$ cat src/rtl/alu_share_arbiter.sv
// Round-robin arbiter sharing one ALU between two requesters.
// Optional grant/stall counters are enabled by defining ALU_ARB_STATS_EN.
module alu_share_arbiter #(
   parameter int DATA_W  = 64,
   parameter int ALU_LAT = 1
) (
   input  logic              clk,
   input  logic              reset,
   input  logic              r0_valid,
   output logic              r0_ready,
   input  logic [DATA_W-1:0] r0_a,
   input  logic [DATA_W-1:0] r0_b,
   input  logic [3:0]        r0_op,
   input  logic              r1_valid,
   output logic              r1_ready,
   input  logic [DATA_W-1:0] r1_a,
   input  logic [DATA_W-1:0] r1_b,
   input  logic [3:0]        r1_op,
   output logic [DATA_W-1:0] alu_a,
   output logic [DATA_W-1:0] alu_b,
   output logic [3:0]        alu_op,
   input  logic [DATA_W-1:0] alu_result,
   input  logic              alu_zero,
   output logic              resp_valid,
   input  logic              resp_ready,
   output logic              resp_id,
   output logic [DATA_W-1:0] resp_result,
   output logic              resp_zero
`ifdef ALU_ARB_STATS_EN
   ,
   output logic [31:0]       grant_cnt0,
   output logic [31:0]       grant_cnt1,
   output logic [31:0]       stall_cnt
`endif
);

   localparam logic [1:0] S_IDLE = 2'd0;
   localparam logic [1:0] S_EXEC = 2'd1;
   localparam logic [1:0] S_RESP = 2'd2;
   localparam logic [3:0] LAT_LAST = 4'(ALU_LAT - 1);

   logic [1:0]        state_q, state_d;
   logic              rr_q, rr_d;
   logic              id_q, id_d;
   logic [3:0]        cnt_q, cnt_d;
   logic [DATA_W-1:0] alu_a_q, alu_a_d;
   logic [DATA_W-1:0] alu_b_q, alu_b_d;
   logic [3:0]        alu_op_q, alu_op_d;
   logic              resp_valid_q, resp_valid_d;
   logic              resp_id_q, resp_id_d;
   logic [DATA_W-1:0] resp_result_q, resp_result_d;
   logic              resp_zero_q, resp_zero_d;
   logic              is_idle;
   logic              gnt0;
   logic              gnt1;

   // Grants are gated by reset so ready never rises while reset is held.
   assign is_idle = (state_q == S_IDLE) && !reset;
   assign gnt0 = is_idle && r0_valid && (!r1_valid || !rr_q);
   assign gnt1 = is_idle && r1_valid && (!r0_valid || rr_q);

   assign r0_ready    = gnt0;
   assign r1_ready    = gnt1;
   assign alu_a       = alu_a_q;
   assign alu_b       = alu_b_q;
   assign alu_op      = alu_op_q;
   assign resp_valid  = resp_valid_q;
   assign resp_id     = resp_id_q;
   assign resp_result = resp_result_q;
   assign resp_zero   = resp_zero_q;

   always_comb begin
      state_d       = state_q;
      rr_d          = rr_q;
      id_d          = id_q;
      cnt_d         = cnt_q;
      alu_a_d       = alu_a_q;
      alu_b_d       = alu_b_q;
      alu_op_d      = alu_op_q;
      resp_valid_d  = resp_valid_q;
      resp_id_d     = resp_id_q;
      resp_result_d = resp_result_q;
      resp_zero_d   = resp_zero_q;
      case (state_q)
         S_IDLE: begin
            if (gnt0 || gnt1) begin
               alu_a_d  = gnt1 ? r1_a  : r0_a;
               alu_b_d  = gnt1 ? r1_b  : r0_b;
               alu_op_d = gnt1 ? r1_op : r0_op;
               id_d     = gnt1;
               cnt_d    = 4'd0;
               state_d  = S_EXEC;
            end
         end
         S_EXEC: begin
            cnt_d = cnt_q + 4'd1;
            if (cnt_q == LAT_LAST) begin
               resp_result_d = alu_result;
               resp_zero_d   = alu_zero;
               resp_id_d     = id_q;
               resp_valid_d  = 1'b1;
               state_d       = S_RESP;
            end
         end
         S_RESP: begin
            if (resp_ready) begin
               resp_valid_d = 1'b0;
               rr_d         = ~id_q;
               state_d      = S_IDLE;
            end
         end
         default: state_d = S_IDLE;
      endcase
   end

   always_ff @(posedge clk) begin
      if (reset) begin
         state_q       <= S_IDLE;
         rr_q          <= 1'b0;
         id_q          <= 1'b0;
         cnt_q         <= 4'd0;
         alu_a_q       <= '0;
         alu_b_q       <= '0;
         alu_op_q      <= 4'd0;
         resp_valid_q  <= 1'b0;
         resp_id_q     <= 1'b0;
         resp_result_q <= '0;
         resp_zero_q   <= 1'b0;
      end else begin
         state_q       <= state_d;
         rr_q          <= rr_d;
         id_q          <= id_d;
         cnt_q         <= cnt_d;
         alu_a_q       <= alu_a_d;
         alu_b_q       <= alu_b_d;
         alu_op_q      <= alu_op_d;
         resp_valid_q  <= resp_valid_d;
         resp_id_q     <= resp_id_d;
         resp_result_q <= resp_result_d;
         resp_zero_q   <= resp_zero_d;
      end
   end

`ifdef ALU_ARB_STATS_EN
   logic [31:0] gcnt0_q, gcnt1_q, stall_q;

   always_ff @(posedge clk) begin
      if (reset) begin
         gcnt0_q <= 32'd0;
         gcnt1_q <= 32'd0;
         stall_q <= 32'd0;
      end else begin
         if (gnt0) gcnt0_q <= gcnt0_q + 32'd1;
         if (gnt1) gcnt1_q <= gcnt1_q + 32'd1;
         if (state_q == S_RESP && !resp_ready)
            stall_q <= stall_q + 32'd1;
      end
   end

   assign grant_cnt0 = gcnt0_q;
   assign grant_cnt1 = gcnt1_q;
   assign stall_cnt  = stall_q;
`endif

endmodule

$ cat config.mk
export PLATFORM = sky130hd
export DESIGN_NAME = alu_share_arbiter
export DESIGN_NICKNAME = d
export VERILOG_FILES = /design/src/rtl/alu_share_arbiter.sv
export SDC_FILE = /design/constraint.sdc
export NUM_CORES = 1
export LEC_CHECK = 0
export CAP_MARGIN = 20
export CORE_AREA = 3 3 204 206
export DETAILED_ROUTE_END_ITERATION = 16
export DIE_AREA = 0 0 207 209
export GPL_TIMING_DRIVEN = 0
export HOLD_SLACK_MARGIN = 0.02
export PLACE_DENSITY = 0.63
export SLEW_MARGIN = 25
export SYNTH_ARGS = -nofsm -noshare
export SYNTH_HDL_FRONTEND = slang
export SYNTH_SLANG_ARGS = --single-unit
export TNS_END_PERCENT = 30
$ cat constraint.sdc
create_clock -name clk -period 2.56 [get_ports clk]
set_clock_uncertainty 0.05 [all_clocks]
set_input_delay 0.384 -clock clk [delete_from_list [all_inputs] [get_ports clk]]
set_output_delay 0.384 -clock clk [all_outputs]
set_load 0.1 [all_outputs]
==> impl_metrics.tcl, run 1 <==
set metrics [dict create \
    outcome "complete, no violations" \
    ys_seq_area_frac 0.412 \
    grt_first_pass_wirelength_microns 74700 \
    floorplan.die_area_sq_um 43300 \
    setup-violations-final 0 \
    holdCritPathClass "input pin to flop" \
    arrival_ns 2.07 \
    critical_path_depth 1 \
    regToRegSetupSlack_ns 0.25 \
    yosysWarnings 0 \
    worstReg2RegStart "rr_q" \
    route.detailed.vias_per_inst 5.33 \
    ant_nets 0 \
    hold_path.startpoint "alu_result[58]" \
    crit-reg2reg-capture "alu_b[60]" \
    yosys.area_share.simple 0.0484 \
    dp.final_hpwl_microns 38800 \
    post-synth-top-area-fraction 0.412 \
    timing.slew.headroom 0.267 \
    routabilityCongestion 0.912 \
    syn-cell-area_sq_um 10100 \
    clock_latency_on_the_worst_skew_pair_ns 0.52 \
    placement_rows 73 \
    finalWirelength_microns 50600 \
    antenna_found_initial 1 \
    syn_inst 1149 \
    timing.critical_path.fanout_max 2 \
    drc 0 \
    numClockSinks 207 \
    cp_slowest_cell "clkdlybuf4s50_1" \
    cp-end-kind "primary output" \
    async_reset_ff_frac 0 \
    postSynthAreaPerCell_sq_um 8.76 \
    routedWlPerCell_microns 22.6 \
    dpl_cell_area_sq_um 16100 \
    area_growth_syn_to_layout_pct 67.7 \
    postSynthRegisterBits 207 \
    crit_share_post_route 0.979 \
    setup.worst_path.class "flop to primary output" \
    first_global_vias 12000 \
    insertedDiodeCount 0 \
    rsz0062_at_grt "yes" \
    holdWs_ns 0.367 \
    power.static_leakage_nw 5.45 \
    grt_usage 0.218 \
    critPathBufInv 1 \
    synth_fa_ha_area_frac 0.00249 \
    synth.lib_cells_used.distinct 36 \
    worstPathCellList "clkdlybuf4s50_1" \
    muxShareOfSynthArea 0.000995 \
    vias 12000 \
    synth_top_family_by_area "compound AO/OA/AOI/OAI gates" \
    timing.critical_path.max_delay_family "buffers and inverters" \
    post-route-util 0.424 \
    grt-ovfl-total 0 \
    clock_tree.htree_level_count 1 \
    synth_top_area_cells "dfxtp_1 (41%), a311oi_2 (10%), a21oi_1 (10%), o211ai_1 (9.8%), o21ai_0 (6.7%)" \
    cts_root_buf "clkbuf_16" \
    dp.cells 2206 \
    cellPowerDensity_nw_per_um2 764 \
    yosys_most_used_dff "dfxtp_1" \
    fillCellCount 4008 \
    max_cap_violations 0 \
    die-height_microns 209 \
    placement.io_buffers 532 \
    postSynthNetCount 1485 \
    final_cell_area_sq_um 16900 \
    worst_hold_path.num_cells 3 \
    grt_max_degree 20 \
    synth_compound_gate_area_share 0.460 \
    max_slew.worst_pin.slew_ns 1.10 \
    tritoncts "done" \
    final_critical_delay_including_setup_and_external_delays_ns 2.51 \
    cts_buffers 24 \
    first_drt_pass_iteration_count 5 \
    synth_edf_count 0 \
    hold_path_end "resp_result[58]" \
    share_of_final_layout_standard_cells_stronger_than_drive_strength_1 0.0896 \
    fin_tns_setup_ns 0 \
    synth.cells.most_frequent "dfxtp_1 (207), a21oi_1 (203), o21ai_0 (135), clkbuf_1 (134), o211ai_1 (132)" \
    worst_stage_delay_on_the_critical_path_ns 1.17 \
    timing_hold_violations_final 0 \
    final_net_count 2037 \
    max_freq_ghz 0.399 \
    finished_layout_cells 2244 \
    synth_top_cell_by_area "dfxtp_1" \
    clk_transition_reported_paths_ns 0.06 \
    slew_violations 0 \
    design.portCount 535 \
    synthMostInstantiatedCell "dfxtp_1" \
    initial_utilization 0.253 \
    crit_path_start_kind "flop" \
    placeableCoreArea_sq_um 39800 \
    ff2ff_path_depth 6 \
    synth_xor_area_frac 0.000870 \
    drt_first_iter_violations 868 \
    vdd.ir_drop.worst_mv 0.382 \
    required_ns 2.13 \
    clockBufferDepth 3 \
    die_width_microns 207 \
]
stage by stage:
stage	setup WS [ns]	power [mW]
after floorplan	0.0349	7.66
after global placement	-1.56	9.40
after detailed placement	-1.61	9.42
after CTS	0.0000562	13.0
after global routing	-0.0104	13.3
final	0.0532	12.9
flip-flops by register name, summed over array words and instances, names as in the netlist, 2 cells and up:
name         flops
alu_a           64
alu_b           64
alu_op           4
cnt_q            4
resp_result     64
state_q          2
repair_timing:
item                       in CTS  in global routing
gates resized for setup        25                 12
hold endpoints to repair        0                  0
pin swaps                       1                  1
setup endpoints to repair      10                 70
buffers inserted                1                  0
hold buffers                    0                  0
area by class of cell:
| class | instances | area (sq um) | area share |
|---|---|---|---|
| buffer | 164 | 728 | 0.0431 |
| clock buffer | 37 | 741 | 0.0439 |
| clock inverter | 7 | 66.3 | 0.00393 |
| inverter | 5 | 18.8 | 0.00111 |
| multi-input combinational | 766 | 5170 | 0.307 |
| sequential | 207 | 4150 | 0.246 |
| tap | 525 | 657 | 0.0389 |
| timing repair buffer | 533 | 5350 | 0.317 |
worst max path at each step:
stage                 to       start
6_report       alu_b[40]   alu_b[40]
5_1_grt         r1_ready  state_q[0]
4_1_cts        alu_a[38]   alu_a[38]
3_5_place_dp    r1_ready       reset
3_3_place_gp    r1_ready       reset
2_1_floorplan   r1_ready       reset
per-layer routing:
layer | routed length (microns) | track usage | vias to the layer above
met5 | 0 | 0 | -
met4 | 1780 | 0.0669 | 0
met3 | 3680 | 0.0531 | 89
met2 | 24000 | 0.369 | 531
met1 | 21200 | 0.273 | 5760
li1 | - | - | 5588
cells by family after synthesis:
family          after synthesis
fa+ha+maj                     2
simple gates                 91
mux                           1
buf+inv                     176
xor+xnor                      1
flops                       207
compound gates              671
cells in the final DEF, fill, tap and decap left out, types with 5 or more instances in the layout:
cell             count
buf_2               22
clkbuf_8             7
dfxtp_1            206
nand3_1             68
clkbuf_16           25
dlygate4sd2_1        7
o21ai_1             66
dlymetal6s2s_1       8
a21oi_1            203
a311oi_1            62
o211ai_1           132
a311oi_2            70
o21ai_0            135
clkbuf_1           131
buf_6               10
clkdlybuf4s50_1    515
nand2_1              5
report_power, final:
group / internal, mW / switching, mW
Sequential: 3.58 / 0.221
Clock: 2.09 / 1.45
Combinational: 1.57 / 3.98
Total: 7.24 / 5.65
(Power assumes the default switching activity.)
==> run 2, diff against run 1 <==
--- a/config.mk
+++ b/config.mk
@@ -7,6 +7,7 @@
 export LEC_CHECK = 0
 export CAP_MARGIN = 20
 export CORE_AREA = 3 3 204 206
+export CTS_BUF_LIST = sky130_fd_sc_hd__clkbuf_4 sky130_fd_sc_hd__clkbuf_8 sky130_fd_sc_hd__clkbuf_16
 export DETAILED_ROUTE_END_ITERATION = 16
 export DIE_AREA = 0 0 207 209
 export GPL_TIMING_DRIVEN = 0
==> impl_metrics.tcl, run 2 (synthesized netlist as in run 1, its figures left out) <==
set metrics [dict create \
    die_width_microns 207 \
    routedWlPerCell_microns 22.6 \
    placement_rows 73 \
    antenna_found_initial 1 \
    crit_share_post_route 0.980 \
    initial_utilization 0.253 \
    required_ns 2.13 \
    timing.critical_path.fanout_max 2 \
    first_drt_pass_iteration_count 6 \
    final_critical_path_setup_slack_ns 0.0518 \
    route.detailed.vias_per_inst 5.33 \
    finalPower_mw 12.9 \
    floorplan.die_area_sq_um 43300 \
    die-height_microns 209 \
    clock_latency_on_the_worst_skew_pair_ns 0.52 \
    vias 12000 \
    ant_nets 0 \
    numClockSinks 207 \
    clockBufferDepth 3 \
    dpl_worst_slack_ns -1.61 \
    tritoncts "done" \
    cts.hold.buffers_added 0 \
    most_used_cells_in_the_layout_excluding_fill_and_tap_cells "clkdlybuf4s50_1 (515), dfxtp_1 (206), a21oi_1 (203)" \
    drt_first_iter_violations 866 \
    finalWirelength_microns 50700 \
    placement.io_buffers 532 \
    critPathBufInv 1 \
    clk_transition_reported_paths_ns 0.06 \
    max_freq_ghz 0.399 \
    rsz0062_at_grt "no" \
    cp_slowest_cell "clkdlybuf4s50_1" \
    share_of_final_layout_standard_cells_stronger_than_drive_strength_1 0.0925 \
    cp-end-kind "primary output" \
    dp.final_hpwl_microns 38800 \
    area_growth_syn_to_layout_pct 68.0 \
    max_slew.worst_pin.slew_ns 1.10 \
    timing.critical_path.max_delay_family "buffers and inverters" \
    fillCellCount 4002 \
    grt_max_degree 20 \
    vdd.ir_drop.worst_mv 0.382 \
    insertedDiodeCount 0 \
    grt_usage 0.218 \
    grt-ovfl-total 0 \
    power.static_leakage_nw 5.47 \
    drc 0 \
    arrival_ns 2.07 \
    holdCritPathClass "input pin to flop" \
    worstPathCellList "clkdlybuf4s50_1" \
    design.portCount 535 \
    crit_path_start_kind "flop" \
    clock_tree.htree_level_count 1 \
    cellPowerDensity_nw_per_um2 766 \
    commonest_non_fill_non_tap_cell_in_the_layout "clkdlybuf4s50_1" \
    cts_buffers 24 \
    setup.worst_path.class "flop to primary output" \
    timing_hold_violations_final 0 \
    final_critical_delay_including_setup_and_external_delays_ns 2.51 \
    setup-violations-final 0 \
    slew_violations 0 \
    grt_first_pass_wirelength_microns 74700 \
    final_net_count 2037 \
    worst_stage_delay_on_the_critical_path_ns 1.17 \
    timing.slew.headroom 0.267 \
    routabilityCongestion 0.912 \
    regToRegSetupSlack_ns 0.26 \
    outcome "complete, no violations" \
    final-seq-area_sq_um 4150 \
    max_cap_violations 0 \
    first_global_vias 12000 \
    multi_input_comb_area_sq_um 5170 \
    placeableCoreArea_sq_um 39800 \
    cts_root_buf "clkbuf_16" \
]
[run 2: final cells by class]
class	count	area share
clock inverter	7	0.00392
sequential	207	0.245
timing repair buffer	533	0.317
multi-input combinational	766	0.306
tap	525	0.0389
clock buffer	37	0.0449
buffer	164	0.0434
inverter	5	0.00111
[run 2: power by group]
| part | switching, mW | total, mW | internal (mW) |
|---|---|---|---|
| sequential | 0.221 | 3.80 | 3.58 |
| clock | 1.45 | 3.59 | 2.14 |
| combinational | 3.98 | 5.55 | 1.57 |
| total | 5.65 | 12.9 | 7.29 |
[run 2: timing repair]
item | in CTS | in global routing
hold endpoints to repair | 0 | 0
gates resized for setup | 25 | 14
pin swaps | 1 | 1
setup buffers | 1 | 0
setup endpoints to repair | 10 | 70
[run 2: path summary, 6_finish.rpt]
check / start / endpoint / depth (start not counted)
setup / recovery: alu_b[40] / alu_b[40] / 1
hold / removal: alu_result[48] / resp_result[48] / 3
setup reg to reg: rr_q / alu_b[60] / 6
hold reg to reg: resp_valid / resp_valid / 2
[run 2: metal layers]
layer	GRT usage	vias up	part of all wire
met4	0.0669	0	0.035
met5	0	-	0
met3	0.0531	91	0.075
met1	0.273	5724	0.42
li1	-	5590	-
met2	0.369	556	0.47
[run 2: stage by stage]
step	TNS, ns	cell area (sq um)	util	hold slack, ns	cells
2_1_floorplan	0	10100	-	0.394	1149
3_3_place_gp	-30.86	16100	0.403	0.396	2206
3_5_place_dp	-41.44	16100	0.403	0.403	2206
4_1_cts	0	16900	0.424	0.343	2246
5_1_grt	0	16900	0.424	0.362	2244
6_report	0	16900	0.424	0.368	2244
